`config.mk`:
```
export PLATFORM = sky130hd
export DESIGN_NAME = mem_port_arbiter_flat
export DESIGN_NICKNAME = d
export VERILOG_FILES = /design/src/rtl/mem_arb_pkg.sv /design/src/rtl/mem_port_arbiter_if.sv /design/src/rtl/starve_counter.sv /design/src/rtl/mem_port_arbiter.sv /design/src/flat_wrapper.sv
export SDC_FILE = /design/constraint.sdc
export NUM_CORES = 1
export LEC_CHECK = 0
export BUFFER_PORTS_ARGS = -buffer_cell sky130_fd_sc_hd__buf_2
export CAP_MARGIN = 15
export CORE_MARGIN = 4
export CORE_UTILIZATION = 33
export DETAILED_ROUTE_END_ITERATION = 8
export MAX_ROUTING_LAYER = met4
export PLACE_DENSITY_LB_ADDON = 0.25
export SLEW_MARGIN = 25
export SYNTH_ARGS = -nofsm -noshare
export SYNTH_HDL_FRONTEND = slang
export SYNTH_HIERARCHICAL = 1
export SYNTH_SLANG_ARGS = --single-unit
```
`constraint.sdc`:
```
create_clock -name clock -period 1.85 [get_ports clock]
set_input_delay 0.0925 -clock clock [delete_from_list [all_inputs] [get_ports clock]]
set_output_delay 0.0925 -clock clock [all_outputs]
set_load 0.01 [all_outputs]
```
`src/rtl/mem_arb_pkg.sv`:
```
// Shared definitions for the block-RAM port arbiter: read-owner
// encoding, wait counter sizing and the default starvation bound.
package mem_arb_pkg;

  // Who issued a read in the previous cycle, so the returning RAM data
  // can be steered to the right requester.
  typedef enum logic [1:0] {
    OWN_NONE = 2'd0,
    OWN_CPU  = 2'd1,
    OWN_PER  = 2'd2
  } owner_t;

  // The starvation counter is four bits wide, so the bound is 1..15.
  localparam int WAIT_CNT_W       = 4;
  localparam int DEFAULT_MAX_WAIT = 4;

  // Next read owner given this cycle's grants. Writes and idle cycles
  // produce no response, so they leave no owner behind.
  function automatic owner_t nextOwner(input logic cpuGnt,
                                       input logic cpuWe,
                                       input logic perGnt,
                                       input logic perWe);
    if (cpuGnt && !cpuWe) begin
      return OWN_CPU;
    end
    if (perGnt && !perWe) begin
      return OWN_PER;
    end
    return OWN_NONE;
  endfunction

endpackage

```
`src/rtl/mem_port_arbiter_if.sv`:
```
// Bus bundle around the arbiter: CPU request channel, peripheral request
// channel and the single RAM port. The arbiter takes the slave view; the
// requesters and the RAM together form the master side.
interface mem_port_arbiter_if #(
  parameter int ADDR_W = 16,
  parameter int DATA_W = 16
);

  logic              cpu_req;
  logic              cpu_we;
  logic [ADDR_W-1:0] cpu_addr;
  logic [DATA_W-1:0] cpu_wdata;
  logic              cpu_gnt;
  logic              cpu_rvalid;
  logic [DATA_W-1:0] cpu_rdata;

  logic              per_req;
  logic              per_we;
  logic [ADDR_W-1:0] per_addr;
  logic [DATA_W-1:0] per_wdata;
  logic              per_gnt;
  logic              per_rvalid;
  logic [DATA_W-1:0] per_rdata;

  logic [ADDR_W-1:0] ram_addr;
  logic              ram_we;
  logic [DATA_W-1:0] ram_wdata;
  logic [DATA_W-1:0] ram_rdata;

  modport slave (
    input  cpu_req, cpu_we, cpu_addr, cpu_wdata,
    output cpu_gnt, cpu_rvalid, cpu_rdata,
    input  per_req, per_we, per_addr, per_wdata,
    output per_gnt, per_rvalid, per_rdata,
    output ram_addr, ram_we, ram_wdata,
    input  ram_rdata
  );

  modport master (
    output cpu_req, cpu_we, cpu_addr, cpu_wdata,
    input  cpu_gnt, cpu_rvalid, cpu_rdata,
    output per_req, per_we, per_addr, per_wdata,
    input  per_gnt, per_rvalid, per_rdata,
    input  ram_addr, ram_we, ram_wdata,
    output ram_rdata
  );

endinterface

```
`src/rtl/starve_counter.sv`:
```
// Saturating count of consecutive cycles the CPU has been kept waiting.
// Raises force_cpu once the count reaches the bound so the arbiter can
// override the peripheral's priority.
module starve_counter
  import mem_arb_pkg::*;
#(
  parameter int MAX_WAIT = DEFAULT_MAX_WAIT
) (
  input  logic clock,
  input  logic reset,
  input  logic i_inc,
  input  logic i_clear,
  output logic o_forceCpu
);

  localparam logic [WAIT_CNT_W-1:0] MAX_CNT = WAIT_CNT_W'(MAX_WAIT);

  logic [WAIT_CNT_W-1:0] r_count;
  logic [WAIT_CNT_W-1:0] w_countNext;

  // Clear wins over increment; the count holds once it hits the bound.
  always_comb begin
    w_countNext = r_count;
    if (i_clear) begin
      w_countNext = '0;
    end else if (i_inc && (r_count != MAX_CNT)) begin
      w_countNext = r_count + 1'b1;
    end
  end

  // Counter register, cleared straight away by reset.
  always_ff @(posedge clock or negedge reset) begin
    if (!reset) begin
      r_count <= '0;
    end else begin
      r_count <= w_countNext;
    end
  end

  assign o_forceCpu = (r_count == MAX_CNT);

endmodule

```
`src/rtl/mem_port_arbiter.sv`:
```
// Single-port block RAM arbiter between the CPU and a peripheral
// requester. Peripheral has fixed priority unless the CPU has waited
// MAX_WAIT cycles. Read data returns one cycle after the grant and is
// flagged to whichever requester issued that read.
module mem_port_arbiter
  import mem_arb_pkg::*;
#(
  parameter int ADDR_W   = 16,
  parameter int DATA_W   = 16,
  parameter int MAX_WAIT = DEFAULT_MAX_WAIT
) (
  input logic            clock,
  input logic            reset,
  mem_port_arbiter_if.slave bus
);

  owner_t            r_owner;
  owner_t            w_ownerNext;
  logic              w_cpuGnt;
  logic              w_perGnt;
  logic              w_forceCpu;
  logic              w_cntInc;
  logic              w_cntClear;
  logic [ADDR_W-1:0] r_ramAddr;
  logic [ADDR_W-1:0] w_ramAddr;
  logic              w_ramWe;
  logic [DATA_W-1:0] w_ramWdata;

  // Combinational grant: starved CPU first, then peripheral, then CPU.
  // Holding reset low suppresses every grant immediately.
  always_comb begin
    w_cpuGnt = 1'b0;
    w_perGnt = 1'b0;
    if (reset) begin
      if (bus.cpu_req && w_forceCpu) begin
        w_cpuGnt = 1'b1;
      end else if (bus.per_req) begin
        w_perGnt = 1'b1;
      end else if (bus.cpu_req) begin
        w_cpuGnt = 1'b1;
      end
    end
  end

  // RAM port mux; an idle cycle keeps the previous address and never writes.
  always_comb begin
    w_ramAddr  = r_ramAddr;
    w_ramWe    = 1'b0;
    w_ramWdata = bus.cpu_wdata;
    if (w_cpuGnt) begin
      w_ramAddr  = bus.cpu_addr;
      w_ramWe    = bus.cpu_we;
      w_ramWdata = bus.cpu_wdata;
    end else if (w_perGnt) begin
      w_ramAddr  = bus.per_addr;
      w_ramWe    = bus.per_we;
      w_ramWdata = bus.per_wdata;
    end
  end

  // Remember the last issued address so it can be held through idle cycles.
  always_ff @(posedge clock or negedge reset) begin
    if (!reset) begin
      r_ramAddr <= '0;
    end else begin
      r_ramAddr <= w_ramAddr;
    end
  end

  // Next read owner, derived from who was granted a read this cycle.
  always_comb begin
    w_ownerNext = nextOwner(w_cpuGnt, bus.cpu_we, w_perGnt, bus.per_we);
  end

  // Owner register; reset drops any read still in flight.
  always_ff @(posedge clock or negedge reset) begin
    if (!reset) begin
      r_owner <= OWN_NONE;
    end else begin
      r_owner <= w_ownerNext;
    end
  end

  // CPU waits whenever it asks and loses; any grant or withdrawal restarts it.
  assign w_cntInc   = bus.cpu_req & ~w_cpuGnt;
  assign w_cntClear = w_cpuGnt | ~bus.cpu_req;

  starve_counter #(
    .MAX_WAIT (MAX_WAIT)
  ) u_starve (
    .clock      (clock),
    .reset      (reset),
    .i_inc      (w_cntInc),
    .i_clear    (w_cntClear),
    .o_forceCpu (w_forceCpu)
  );

  assign bus.cpu_gnt    = w_cpuGnt;
  assign bus.per_gnt    = w_perGnt;
  assign bus.cpu_rvalid = reset && (r_owner == OWN_CPU);
  assign bus.per_rvalid = reset && (r_owner == OWN_PER);
  assign bus.cpu_rdata  = bus.ram_rdata;
  assign bus.per_rdata  = bus.ram_rdata;
  assign bus.ram_addr   = w_ramAddr;
  assign bus.ram_we     = w_ramWe;
  assign bus.ram_wdata  = w_ramWdata;

endmodule
```
`src/flat_wrapper.sv`:
```
// flat-port wrapper written by rule: the top's interface ports become plain ports
module mem_port_arbiter_flat import mem_arb_pkg::*;
#(
  parameter int ADDR_W   = 16,
  parameter int DATA_W   = 16,
  parameter int MAX_WAIT = DEFAULT_MAX_WAIT
)
  (clock, reset, bus_cpu_req, bus_cpu_we, bus_cpu_addr, bus_cpu_wdata, bus_cpu_gnt, bus_cpu_rvalid, bus_cpu_rdata, bus_per_req, bus_per_we, bus_per_addr, bus_per_wdata, bus_per_gnt, bus_per_rvalid, bus_per_rdata, bus_ram_addr, bus_ram_we, bus_ram_wdata, bus_ram_rdata);
  mem_port_arbiter_if #(.ADDR_W(ADDR_W), .DATA_W(DATA_W)) bus_i ();
  input logic clock;
  input logic reset;
  input wire logic [$bits(bus_i.cpu_req)-1:0] bus_cpu_req;
  input wire logic [$bits(bus_i.cpu_we)-1:0] bus_cpu_we;
  input wire logic [$bits(bus_i.cpu_addr)-1:0] bus_cpu_addr;
  input wire logic [$bits(bus_i.cpu_wdata)-1:0] bus_cpu_wdata;
  output wire logic [$bits(bus_i.cpu_gnt)-1:0] bus_cpu_gnt;
  output wire logic [$bits(bus_i.cpu_rvalid)-1:0] bus_cpu_rvalid;
  output wire logic [$bits(bus_i.cpu_rdata)-1:0] bus_cpu_rdata;
  input wire logic [$bits(bus_i.per_req)-1:0] bus_per_req;
  input wire logic [$bits(bus_i.per_we)-1:0] bus_per_we;
  input wire logic [$bits(bus_i.per_addr)-1:0] bus_per_addr;
  input wire logic [$bits(bus_i.per_wdata)-1:0] bus_per_wdata;
  output wire logic [$bits(bus_i.per_gnt)-1:0] bus_per_gnt;
  output wire logic [$bits(bus_i.per_rvalid)-1:0] bus_per_rvalid;
  output wire logic [$bits(bus_i.per_rdata)-1:0] bus_per_rdata;
  output wire logic [$bits(bus_i.ram_addr)-1:0] bus_ram_addr;
  output wire logic [$bits(bus_i.ram_we)-1:0] bus_ram_we;
  output wire logic [$bits(bus_i.ram_wdata)-1:0] bus_ram_wdata;
  input wire logic [$bits(bus_i.ram_rdata)-1:0] bus_ram_rdata;
  assign bus_i.cpu_req = bus_cpu_req;
  assign bus_i.cpu_we = bus_cpu_we;
  assign bus_i.cpu_addr = bus_cpu_addr;
  assign bus_i.cpu_wdata = bus_cpu_wdata;
  assign bus_cpu_gnt = bus_i.cpu_gnt;
  assign bus_cpu_rvalid = bus_i.cpu_rvalid;
  assign bus_cpu_rdata = bus_i.cpu_rdata;
  assign bus_i.per_req = bus_per_req;
  assign bus_i.per_we = bus_per_we;
  assign bus_i.per_addr = bus_per_addr;
  assign bus_i.per_wdata = bus_per_wdata;
  assign bus_per_gnt = bus_i.per_gnt;
  assign bus_per_rvalid = bus_i.per_rvalid;
  assign bus_per_rdata = bus_i.per_rdata;
  assign bus_ram_addr = bus_i.ram_addr;
  assign bus_ram_we = bus_i.ram_we;
  assign bus_ram_wdata = bus_i.ram_wdata;
  assign bus_i.ram_rdata = bus_ram_rdata;
  mem_port_arbiter #(.ADDR_W(ADDR_W), .DATA_W(DATA_W), .MAX_WAIT(MAX_WAIT)) u_core (.clock(clock), .reset(reset), .bus(bus_i));
endmodule
```
==> results by group <==
Logic synthesis
  • Synth Flop Type: dfrtp_1
  • Synth area leader: dfrtp_1
  • Syn Inst Count: 143
  • Area contributors post-synth: dfrtp_1 (35%), buf_4 (16%), mux2_4 (12%)
  • Count leader, synth: buf_4
  • Synth Warn #: 6
  • Register area share after synthesis: 0.355
  • Number of flops mapped to enable cells by yosys: 0
  • Synth cell count leaders: buf_4 (33), dfrtp_1 (22), nand2b_1 (17), o221a_2 (16), mux2_4 (12)
  • Syn nets: 231
  • Synth top area share: 0.355
  • Post-synthesis async set-or-reset flop share: 1.00
  • Synth Register Bits: 22
  • Average cell area after synthesis: 10.9 µm²
  • Post-synth cell types: 25
  • Mapped Area: 1550 µm²

Detailed routing
  • Via count: 1351
  • Pre-Repair DR Iteration Count: 4
  • 1st-iter DRT viols: 19
  • ANT nets after route: 0
  • Detailed Route WL: 4470 µm
  • DRC Markers: 0
  • DR WL/cell: 15.8 µm
  • Via density: 4.77

STA
  • RSZ-0062 raised after global routing: yes
  • Max Freq: 0.516 GHz
  • Max-slew headroom: 0.534
  • Skew final: 0.00222 ns
  • Hold slack final: 0.124 ns
  • Worst-margin pin slew: 0.699 ns
  • Final slew viol count: 0
  • Hold Vio Cnt, Final: 0
  • Period utilization: 1.05
  • Setup violators final: 33
  • Tmin final: 1.94 ns
  • Final setup margin: -0.0866 ns

Floorplan
  • Die Span Y: 76.6 µm
  • Rows: 24
  • Die width: 76.6 µm
  • I/O Pins: 155
  • Initial Util: 0.349
  • Die Footprint: 5870 µm²
  • Core area: 4440 µm²

Power and ir drop
  • Internal Power: 1010 µW
  • Clk pwr share: 0.210
  • Sequential share of power: 0.389
  • Psw: 378 µW
  • Sw Share: 0.272
  • Max IR drop VDD: 335 µV
  • PD cells: 586 nW/µm²
  • Combinational fraction of design power: 0.401
  • Cell leakage power: 0.00122 µW

Clock tree
  • CTS tree: done
  • CTS root buffer: clkbuf_8
  • CTS clock-pin slew for the worst setup and hold paths: 0.07 ns
  • CTS H-tree lvls: 1
  • Clock Sinks: 22
  • Clk_lat worst skew: 0.26 ns
  • TritonCTS Buffers: 3
  • Clock Path Buffers: 2

GRT
  • Initial antenna violation count: 0
  • Pin count of the biggest net entering global routing: 24
  • Grt ovf: 0
  • Gr usage total: 0.146
  • Global-route wire length before repair: 6820 µm
  • Vias in the first global route: 1452

Outcome
  • Outcome: finished with violations
  • Violated checks: negative setup slack

Setup path
  • Crit path capture type: primary output
  • Crit Path Class: reg -> out
  • Reg-to-Reg Start: u_core/u_starve/r_count[1]
  • Worst setup path startpoint: u_core/u_starve/r_count[1]
  • Startpoint types: flip-flop
  • Critical path's slowest cell: dfrtp_1
  • Critical path fanouts, max: 12
  • Reg2Reg Setup Slack: 0.14 ns
  • Peak per-stage delay on the critical path: 0.39 ns
  • Reg2Reg Capture Point: u_core/u_starve/r_count[3]
  • Critical path data required time: 1.76 ns
  • Crit-path cells: inv_2 -> ha_4 -> nand3b_4 -> inv_4 -> nand2b_4 -> nand3_4 -> buf_12 -> o221a_2 -> buf_2
  • Critical path arrival: 1.84 ns
  • Setup crit end: bus_ram_addr[9]
  • R2R depth: 10

Placed design
  • Port Buf Inserts: 106
  • Routability cong.: 0.729
  • Detailed Place HPWL: 3230 µm

Cells and area
  • Share of cells above drive strength 1: 0.719
  • N_diodes: 0
  • NumNets Final: 321
  • Fin util: 0.532
  • # fillers: 386
  • Layout area overhead: 52.4%

Flow run
  • Max Cap Violations: 0

Min path
  • Worst min path class: in -> reg
==> worst min-delay path by stage <==
| stage | startpoint | end | cells past startpoint |
|---|---|---|---|
| after CTS | bus_per_addr[4] | u_core/r_ramAddr[4] | 2 |
| after floorplan | reset | u_core/r_owner[0] | 0 |
| after detailed placement | reset | u_core/u_starve/r_count[3] | 1 |
| after global placement | reset | u_core/u_starve/r_count[3] | 1 |
| after global routing | bus_per_addr[9] | u_core/r_ramAddr[9] | 2 |
| final | bus_per_addr[9] | u_core/r_ramAddr[9] | 2 |
==> cell families (layout without fill, tap and decap cells) <==
logic type	Yosys count	count (layout)	share of synthesized area
AOI/OAI and AO/OA	24	24	0.149
DFF	22	22	0.355
muxes	16	16	0.145
and+or+nand+nor	37	37	0.147
adders and majority gates	2	2	0.0161
buffers and inverters	42	130	0.189
==> what timing repair did <==
action | in CTS | in global routing
setup endpoints to repair | 33 | 33
gates resized for setup | 29 | 21
pin swaps | 2 | 0
cloned | 1 | 0
hold endpoints to repair | 24 | 0
setup buffers | 5 | 1
hold buffers | 3 | 0
==> placed cells by master, fill, tap and decap left out, drive strengths merged, types with 3 or more instances in the layout <==
cell,netlist,routed
o221a,16,16
inv,5,5
buf,37,119
clkbuf,0,3
a21oi,4,4
nand3,5,5
nand2b,17,17
dfrtp,22,22
nand2,5,5
nor2,4,4
mux2,16,16
dlygate4sd3,0,3
==> sequential cells by signal, summed over array words and instances, names as in the netlist <==
register	cells
u_core/r_ramAddr	16
u_core/r_owner	2
u_core/u_starve/r_count	4
==> stage by stage <==
stage / instances / setup slack, ns / cell area, µm² / power (µW) / setup TNS, ns
6_report: 283 / -0.0866 / 2370 / 1390 / -2.08
4_1_cts: 283 / -0.135 / 2250 / 1340 / -2.90
3_3_place_gp: 271 / 0.0695 / 1950 / 967 / 0
3_5_place_dp: 271 / 0.0389 / 1960 / 970 / 0
2_1_floorplan: 143 / 0.0118 / 1550 / 843 / 0
5_1_grt: 283 / -0.185 / 2370 / 1460 / -5.19
==> worst max-delay path, delay by kind of cell (launching register included) <==
kind / cells / cell delay (ns)
AOI/OAI and AO/OA: 1 / 0.27
adders and majority gates: 1 / 0.14
buffers and inverters: 4 / 0.47
DFF: 1 / 0.39
and+or+nand+nor: 3 / 0.31
==> per-layer routing <==
layer / part of all wire / routed length [µm] / up-vias / GRT usage
met5: 0 / 0 / - / -
met4: 0.0076 / 34 / 0 / 0.0417
met3: 0.10 / 459 / 9 / 0.0378
met2: 0.49 / 2210 / 77 / 0.254
met1: 0.40 / 1770 / 611 / 0.166
li1: - / - / 654 / -
==> cell type report <==
type | instances | area [µm²] | area share
well taps | 52 | 65.1 | 0.0275
clock buffers | 3 | 41.3 | 0.0175
multi-input cells | 79 | 788 | 0.333
repair buffers | 122 | 900 | 0.380
inverters | 5 | 21.3 | 0.00899
flip-flops and latches | 22 | 551 | 0.233
==> power groups by stage <==
stage,combinational [µW],clock [µW],sequential (µW)
2_1_floorplan,297,0,546
3_3_place_gp,420,0,547
3_5_place_dp,422,0,548
4_1_cts,492,303,540
5_1_grt,600,319,545
6_report,556,291,540
(Power assumes the default switching activity.)
